===== src/rtl/morph_pkg.sv =====
// rtl/morph_pkg.sv - shared types and constants for the morphology frame controller
package morph_pkg;

   typedef enum logic [2:0] {
      BYPASS = 3'd0,
      ERODE  = 3'd1,
      DILATE = 3'd2,
      OPEN   = 3'd3,
      CLOSE  = 3'd4
   } morph_mode_e;

   typedef enum logic [1:0] {
      ST_IDLE   = 2'd0,
      ST_ACTIVE = 2'd1,
      ST_DRAIN  = 2'd2,
      ST_DONE   = 2'd3
   } ctrl_state_e;

   localparam int CNT_W  = 19;
   localparam int HCNT_W = 10;

   localparam logic [CNT_W-1:0]  FG_MAX   = '1;
   localparam logic [HCNT_W-1:0] HCNT_MAX = '1;

   localparam int ERR_HCNT    = 0;
   localparam int ERR_VCNT    = 1;
   localparam int ERR_OVERLAP = 2;
   localparam int ERR_TIMEOUT = 3;

   // Codes 5-7 have no morphology stage behind them, so they fall back to bypass.
   function automatic morph_mode_e decode_mode(input logic [2:0] m);
      case (m)
         3'd1:    return ERODE;
         3'd2:    return DILATE;
         3'd3:    return OPEN;
         3'd4:    return CLOSE;
         default: return BYPASS;
      endcase
   endfunction

endpackage


===== src/rtl/morph_line_meter.sv =====
// rtl/morph_line_meter.sv - per-line pixel counter with line-length check and saturating line count
module morph_line_meter
   import morph_pkg::*;
#(
   parameter logic [HCNT_W-1:0] IMG_HDISP = 10'd640
)
(
   input  logic              clk,
   input  logic              rst_n,
   input  logic              clear,
   input  logic              enable,
   input  logic              href_fall,
   input  logic              pix_valid,
   output logic [HCNT_W-1:0] vcnt,
   output logic              hcnt_err
);

   logic [HCNT_W-1:0] hcnt;

   always_ff @(posedge clk or negedge rst_n) begin
      if (!rst_n) begin
         hcnt     <= '0;
         vcnt     <= '0;
         hcnt_err <= 1'b0;
      end else if (clear) begin
         hcnt     <= '0;
         vcnt     <= '0;
         hcnt_err <= 1'b0;
      end else if (enable) begin
         if (href_fall) begin
            if (hcnt != IMG_HDISP)
               hcnt_err <= 1'b1;
            // A pixel landing on the same cycle as the detected fall belongs to the next line.
            hcnt <= {{(HCNT_W-1){1'b0}}, pix_valid};
            if (vcnt != HCNT_MAX)
               vcnt <= vcnt + 1'b1;
         end else if (pix_valid && hcnt != HCNT_MAX) begin
            hcnt <= hcnt + 1'b1;
         end
      end
   end

endmodule


===== src/rtl/morph_frame_ctrl.sv =====
// rtl/morph_frame_ctrl.sv - frame sequencer, config shadowing and motion result publishing
module morph_frame_ctrl
   import morph_pkg::*;
#(
   parameter logic [9:0]  IMG_HDISP = 10'd640,
   parameter logic [9:0]  IMG_VDISP = 10'd480,
   parameter logic [15:0] DRAIN_MAX = 16'd4096
)
(
   input  logic             clk,
   input  logic             rst_n,
   input  logic             cfg_valid,
   input  logic [2:0]       cfg_mode,
   input  logic [CNT_W-1:0] cfg_thresh,
   input  logic             per_frame_vsync,
   input  logic             per_frame_href,
   input  logic             post_vsync,
   input  logic             post_href,
   input  logic             post_clken,
   input  logic             post_img_Bit,
   output logic [2:0]       mode_sel,
   output logic             busy,
   output logic             cfg_pending,
   output logic             frame_done,
   output logic [CNT_W-1:0] motion_cnt,
   output logic             motion_flag,
   output logic [3:0]       err_flags
);

   localparam logic [15:0] DRAIN_LAST = DRAIN_MAX - 16'd1;

   ctrl_state_e       state;
   logic              per_vs_q, per_vs_q2;
   logic              per_hr_q, per_hr_q2;
   logic              post_vs_q;
   logic              post_hr_q, post_hr_q2;
   logic [2:0]        pend_mode;
   logic [CNT_W-1:0]  pend_thresh;
   logic [CNT_W-1:0]  shadow_thresh;
   logic [15:0]       drain_timer;
   logic [CNT_W-1:0]  fg;
   logic              timeout_err;
   logic              overlap_err;
   logic [HCNT_W-1:0] vcnt;
   logic              hcnt_err;

   logic per_rise, per_fall, per_hr_rise, post_hr_fall;
   logic measuring, frame_start, pix_valid;

   assign per_rise     = per_vs_q & ~per_vs_q2;
   assign per_fall     = ~per_vs_q & per_vs_q2;
   assign per_hr_rise  = per_hr_q & ~per_hr_q2;
   assign post_hr_fall = ~post_hr_q & post_hr_q2;
   assign measuring    = (state == ST_ACTIVE) || (state == ST_DRAIN);
   assign frame_start  = (state == ST_IDLE) && per_rise;
   assign pix_valid    = post_clken & post_href;

   // Input vsync history resets high so a frame already in flight at reset release never looks like a rise.
   always_ff @(posedge clk or negedge rst_n) begin
      if (!rst_n) begin
         per_vs_q   <= 1'b1;
         per_vs_q2  <= 1'b1;
         per_hr_q   <= 1'b0;
         per_hr_q2  <= 1'b0;
         post_vs_q  <= 1'b0;
         post_hr_q  <= 1'b0;
         post_hr_q2 <= 1'b0;
      end else begin
         per_vs_q   <= per_frame_vsync;
         per_vs_q2  <= per_vs_q;
         per_hr_q   <= per_frame_href;
         per_hr_q2  <= per_hr_q;
         post_vs_q  <= post_vsync;
         post_hr_q  <= post_href;
         post_hr_q2 <= post_hr_q;
      end
   end

   morph_line_meter #(.IMG_HDISP(IMG_HDISP)) u_line_meter (
      .clk       (clk),
      .rst_n     (rst_n),
      .clear     (frame_start),
      .enable    (measuring),
      .href_fall (post_hr_fall),
      .pix_valid (pix_valid),
      .vcnt      (vcnt),
      .hcnt_err  (hcnt_err)
   );

   always_ff @(posedge clk or negedge rst_n) begin
      if (!rst_n) begin
         state         <= ST_IDLE;
         mode_sel      <= 3'd0;
         busy          <= 1'b0;
         cfg_pending   <= 1'b0;
         frame_done    <= 1'b0;
         motion_cnt    <= '0;
         motion_flag   <= 1'b0;
         err_flags     <= 4'd0;
         pend_mode     <= 3'd0;
         pend_thresh   <= '0;
         shadow_thresh <= '0;
         drain_timer   <= 16'd0;
         fg            <= '0;
         timeout_err   <= 1'b0;
         overlap_err   <= 1'b0;
      end else begin
         frame_done <= 1'b0;
         if (cfg_valid) begin
            pend_mode   <= cfg_mode;
            pend_thresh <= cfg_thresh;
            cfg_pending <= 1'b1;
         end
         if (measuring && pix_valid && post_img_Bit && fg != FG_MAX)
            fg <= fg + 1'b1;

         case (state)
            ST_IDLE: begin
               if (per_rise) begin
                  state <= ST_ACTIVE;
                  busy  <= 1'b1;
                  // A config arriving on the start cycle is newer than anything pending.
                  if (cfg_valid) begin
                     mode_sel      <= decode_mode(cfg_mode);
                     shadow_thresh <= cfg_thresh;
                  end else if (cfg_pending) begin
                     mode_sel      <= decode_mode(pend_mode);
                     shadow_thresh <= pend_thresh;
                  end
                  cfg_pending <= 1'b0;
                  fg          <= '0;
                  timeout_err <= 1'b0;
                  overlap_err <= 1'b0;
               end
            end
            ST_ACTIVE: begin
               if (per_fall) begin
                  state       <= ST_DRAIN;
                  drain_timer <= 16'd0;
               end
            end
            ST_DRAIN: begin
               // New input frame or line while the previous frame is still draining.
               if (per_rise || per_hr_rise)
                  overlap_err <= 1'b1;
               if (!post_vs_q) begin
                  state <= ST_DONE;
               end else if (drain_timer == DRAIN_LAST) begin
                  state       <= ST_DONE;
                  timeout_err <= 1'b1;
               end else begin
                  drain_timer <= drain_timer + 16'd1;
               end
            end
            ST_DONE: begin
               state                  <= ST_IDLE;
               busy                   <= 1'b0;
               frame_done             <= 1'b1;
               motion_cnt             <= fg;
               motion_flag            <= (fg >= shadow_thresh);
               err_flags[ERR_HCNT]    <= hcnt_err;
               err_flags[ERR_VCNT]    <= (vcnt != IMG_VDISP);
               err_flags[ERR_OVERLAP] <= overlap_err;
               err_flags[ERR_TIMEOUT] <= timeout_err;
            end
            default: state <= ST_IDLE;
         endcase
      end
   end

endmodule


===== config.mk =====
export PLATFORM = sky130hd
export DESIGN_NAME = morph_frame_ctrl
export DESIGN_NICKNAME = d
export VERILOG_FILES = /design/src/rtl/morph_pkg.sv /design/src/rtl/morph_line_meter.sv /design/src/rtl/morph_frame_ctrl.sv
export SDC_FILE = /design/constraint.sdc
export NUM_CORES = 1
export LEC_CHECK = 0
export ABC_AREA = 0
export ABC_CLOCK_PERIOD_IN_PS = 2600
export CORE_MARGIN = 2
export CORE_UTILIZATION = 30
export DETAILED_ROUTE_END_ITERATION = 10
export PLACE_DENSITY = 0.56
export SYNTH_ARGS = -nofsm -noshare
export SYNTH_HDL_FRONTEND = slang
export SYNTH_SLANG_ARGS = --single-unit
export TNS_END_PERCENT = 1

===== constraint.sdc =====
create_clock -name clk -period 2.6 [get_ports clk]
set_input_delay 0.39 -clock clk [delete_from_list [all_inputs] [get_ports clk]]
set_output_delay 0.39 -clock clk [all_outputs]
set_load 0.05 [all_outputs]

==> results_dict.tcl <==
set metrics [dict create \
    ys_async_sr_fraction_pct 100.0 \
    mean_routed_wirelength_per_cell_um 14.86 \
    worstMarginPinSlew_ns 0.5525 \
    drtPass1Iterations 5 \
    htree_num_levels 4 \
    worst_r2r_endpoint "fg[13]$_DFF_PN0_" \
    tritoncts "done" \
    r2r_cells 7 \
    cts.clk_slew.worst_paths_ns 0.06 \
    reg2reg_slack_ns 0.30 \
    core_area_um2 21890 \
    start_util_pct 30.68 \
    critPathTopFamily "compound AO/OA/AOI/OAI gates" \
    ys_seq_area_share_pct 51.45 \
    floorplan.die.width_um 153.6 \
    run_status "finished, final reports clean" \
    drt_first_iter_violations 272 \
    final_slew_violations 0 \
    area_growth_pct 23.01 \
    final_layout_size_suffix_gt1_share_pct 15.60 \
    synth-edff-count 0 \
    grtUsageTotal_pct 13.20 \
    worstPathRequired_ns 2.91 \
    synthesized_cell_area_um2 6716 \
    postSynthNetCount 696 \
    design.final.nets 765 \
    pin_count 61 \
    grt_start_max_net_pins 51 \
    maxSlewHeadroom_pct 62.58 \
    yosys_register_bits 138 \
    timing.critical_path.arrival_ns 2.61 \
    min_delay_path_depth 0 \
    power-per-cell-area_nw_per_um2 898.3 \
    hold_viol_final 0 \
    ys.warnings.count 0 \
    postSynthCellCount 636 \
    post-cts-setup-buffers 0 \
    cts_num_sinks 138 \
    critical_path_buf_inv_count 1 \
    gpl.final_weighted_congestion 0.8031 \
    clock_insertion_delay_worst_skew_ns 0.43 \
    synthFlopType "sky130_fd_sc_hd__dfrtp_1" \
    number_of_antenna_violations_at_the_first_check_in_global_routing 0 \
    crit_path_end_kind "register" \
    vias_per_cell 4.886 \
    hold_path_sink "per_hr_q2$_DFF_PN0_" \
    port_buffers 60 \
    cts_buf_count 17 \
    vias 4876 \
    critical_path_class "reg -> reg" \
    crit_fanout 6 \
    row_count 54 \
    drc_errors 0 \
    root_buffer "sky130_fd_sc_hd__clkbuf_16" \
    path_cells "inv_1, ha_1, and4_1, nand3_1, a211oi_2, a21oi_1, a31o_2" \
    die_y_um 153.6 \
    grt_pass1_wl_um 24950 \
    timing.fmax_mhz 435.3 \
    average_footprint_of_a_synthesized_cell_um2 10.56 \
    setup_skew_ns 0.009080 \
    leakage_uw 0.003626 \
    worstHoldPathType "reg -> reg" \
    finalSetupTns_ns 0 \
    slowest_stage "sky130_fd_sc_hd__dfrtp_1" \
    grt_setup_unrepaired "no" \
    cp_slowest_stage_delay_ns 0.41 \
    wirelength_um 14840 \
    cts_max_path_buffers 2 \
    post-dp-hpwl_um 10440 \
    post_synth_num_cell_types 67 \
    setup_viol_count_final 0 \
    vdd_drop_max_uv 417.7 \
    antenna_cells_inserted 0 \
    fin_crit_sh_pct 88.36 \
    cap_violations 0 \
    grt_overflow_total 0 \
    critPathLaunchType "register" \
    number_of_global_route_vias_before_repair 4776 \
    hp-start "per_hr_q$_DFF_PN0_" \
    power.total_uw 7421 \
    timing.final.crit_period_ns 2.297 \
    antenna_left 0 \
    reg2reg_from "state[0]$_DFFE_PN0P_" \
    die-area_um2 23600 \
]
worst max-delay path by stage:
stage / startpoint / endpoint / slack (ns) / cells past startpoint
after floorplan: state[0]$_DFFE_PN0P_ / u_line_meter.hcnt[9]$_DFFE_PN0P_ / 0.58 / 8
after global placement: post_href / fg[15]$_DFF_PN0_ / 0.22 / 6
after detailed placement: post_href / fg[13]$_DFF_PN0_ / 0.22 / 6
after CTS: state[0]$_DFFE_PN0P_ / fg[13]$_DFF_PN0_ / 0.26 / 7
after global routing: state[0]$_DFFE_PN0P_ / fg[15]$_DFF_PN0_ / 0.03 / 7
final: state[0]$_DFFE_PN0P_ / fg[13]$_DFF_PN0_ / 0.30 / 7
placed cells by master, fill, tap and decap left out, types with 25 or more instances in the layout:
| master | synthesis | layout |
|---|---|---|
| sky130_fd_sc_hd__nand3_1 | 25 | 25 |
| sky130_fd_sc_hd__dfrtp_1 | 136 | 136 |
| sky130_fd_sc_hd__clkdlybuf4s50_1 | 0 | 59 |
| sky130_fd_sc_hd__a21oi_1 | 27 | 27 |
| sky130_fd_sc_hd__ha_1 | 29 | 29 |
| sky130_fd_sc_hd__mux2_2 | 46 | 46 |
| sky130_fd_sc_hd__o21ai_0 | 37 | 37 |
| sky130_fd_sc_hd__inv_1 | 35 | 35 |
| sky130_fd_sc_hd__nand2_1 | 62 | 62 |
| sky130_fd_sc_hd__nor2_1 | 53 | 52 |
per-stage QoR:
stage	std cells	utilization (%)	setup slack (ns)	instance area, um^2	hold WS (ns)
after floorplan	636	-	0.5802	6716	0.09441
after global placement	965	35.20	0.2186	7706	0.3769
after detailed placement	965	35.20	0.2177	7706	0.3745
after CTS	998	37.74	0.2629	8262	0.3838
after global routing	998	37.74	0.03368	8262	0.3969
final	998	37.74	0.3027	8262	0.3853
cell type report:
type                            count  area [um^2]
Fill cell                        2210        13630
Sequential cell                   138         3456
Multi-Input combinational cell    438         3012
Timing Repair Buffer               75        767.0
Clock buffer                       20        456.7
Tap cell                          280        350.3
Inverter                           35        131.4
Clock inverter                     12        88.84
routing by layer:
metal	up-vias	routed length [um]	track usage, %
met5	-	0	0
li1	2423	-	-
met3	19	558	3.072
met4	0	225	4.849
met1	2348	7567	18.80
met2	86	6485	19.58
kinds of logic after synthesis:
logic type      Yosys count  synth area share, %
buf+inv                  60                3.744
fa+ha+maj                29                5.402
mux                      50                8.309
simple gates            209                15.46
flops                   138                51.45
compound gates          130                13.02
xor+xnor                 20                2.608
registers in the layout, indices dropped and copies added (netlist names), 2 cells and up:
register,flops
fg,19
motion_cnt,19
pend_thresh,19
shadow_thresh,19
drain_timer,16
u_line_meter.hcnt,10
u_line_meter.vcnt,10
err_flags,4
mode_sel,3
pend_mode,3
state,2
cells in the mapped netlist (3+ instances only):
cell type                   number  area share (%)
sky130_fd_sc_hd__a2111oi_0       3            0.39
sky130_fd_sc_hd__a211oi_1        4            0.45
sky130_fd_sc_hd__a21o_1          8            0.89
sky130_fd_sc_hd__a21oi_1        27             2.0
sky130_fd_sc_hd__a31o_2          3            0.39
sky130_fd_sc_hd__a31oi_1        10            0.93
sky130_fd_sc_hd__a41o_1          3            0.45
sky130_fd_sc_hd__and3_1          8            0.75
sky130_fd_sc_hd__and4_1          4            0.52
sky130_fd_sc_hd__buf_1           4            0.22
sky130_fd_sc_hd__clkbuf_1       17            0.95
sky130_fd_sc_hd__dfrtp_1       136              51
sky130_fd_sc_hd__ha_1           29             5.4
sky130_fd_sc_hd__inv_1          35             2.0
sky130_fd_sc_hd__mux2_2         46             7.7
sky130_fd_sc_hd__mux2i_1         4            0.60
sky130_fd_sc_hd__nand2_1        62             3.5
sky130_fd_sc_hd__nand2b_1        7            0.65
sky130_fd_sc_hd__nand3_1        25             1.9
sky130_fd_sc_hd__nand4_1        10            0.93
sky130_fd_sc_hd__nor2_1         53             3.0
sky130_fd_sc_hd__nor3_1          4            0.30
sky130_fd_sc_hd__nor4_1          4            0.37
sky130_fd_sc_hd__o211ai_1        3            0.34
sky130_fd_sc_hd__o21ai_0        37             2.8
sky130_fd_sc_hd__o31ai_1         5            0.56
sky130_fd_sc_hd__o41ai_1         4            0.52
sky130_fd_sc_hd__or3_1           7            0.65
sky130_fd_sc_hd__or4_1           6            0.67
sky130_fd_sc_hd__xnor2_1        11             1.4
sky130_fd_sc_hd__xor2_1          9             1.2
worst reg2reg max path, stage by stage (launching register included):
cell and delay, ns:
sky130_fd_sc_hd__dfrtp_1 0.41, sky130_fd_sc_hd__inv_1 0.08, sky130_fd_sc_hd__ha_1 0.38, sky130_fd_sc_hd__and4_1 0.33, sky130_fd_sc_hd__nand3_1 0.25, sky130_fd_sc_hd__a211oi_2 0.40, sky130_fd_sc_hd__a21oi_1 0.12, sky130_fd_sc_hd__a31o_2 0.21
repair_timing:
item,4_1_cts,5_1_grt
resized for setup,0,0
hold buffers,1,0
hold endpoints to repair,48,0
report_power, final:
group          switching, uW  internal, uW  total [uW]
Sequential               293          2570        2860
Clock                    966          1280        2240
Combinational           1400           917        2320
Total                   2660          4760        7420
(Power assumes the default switching activity.)
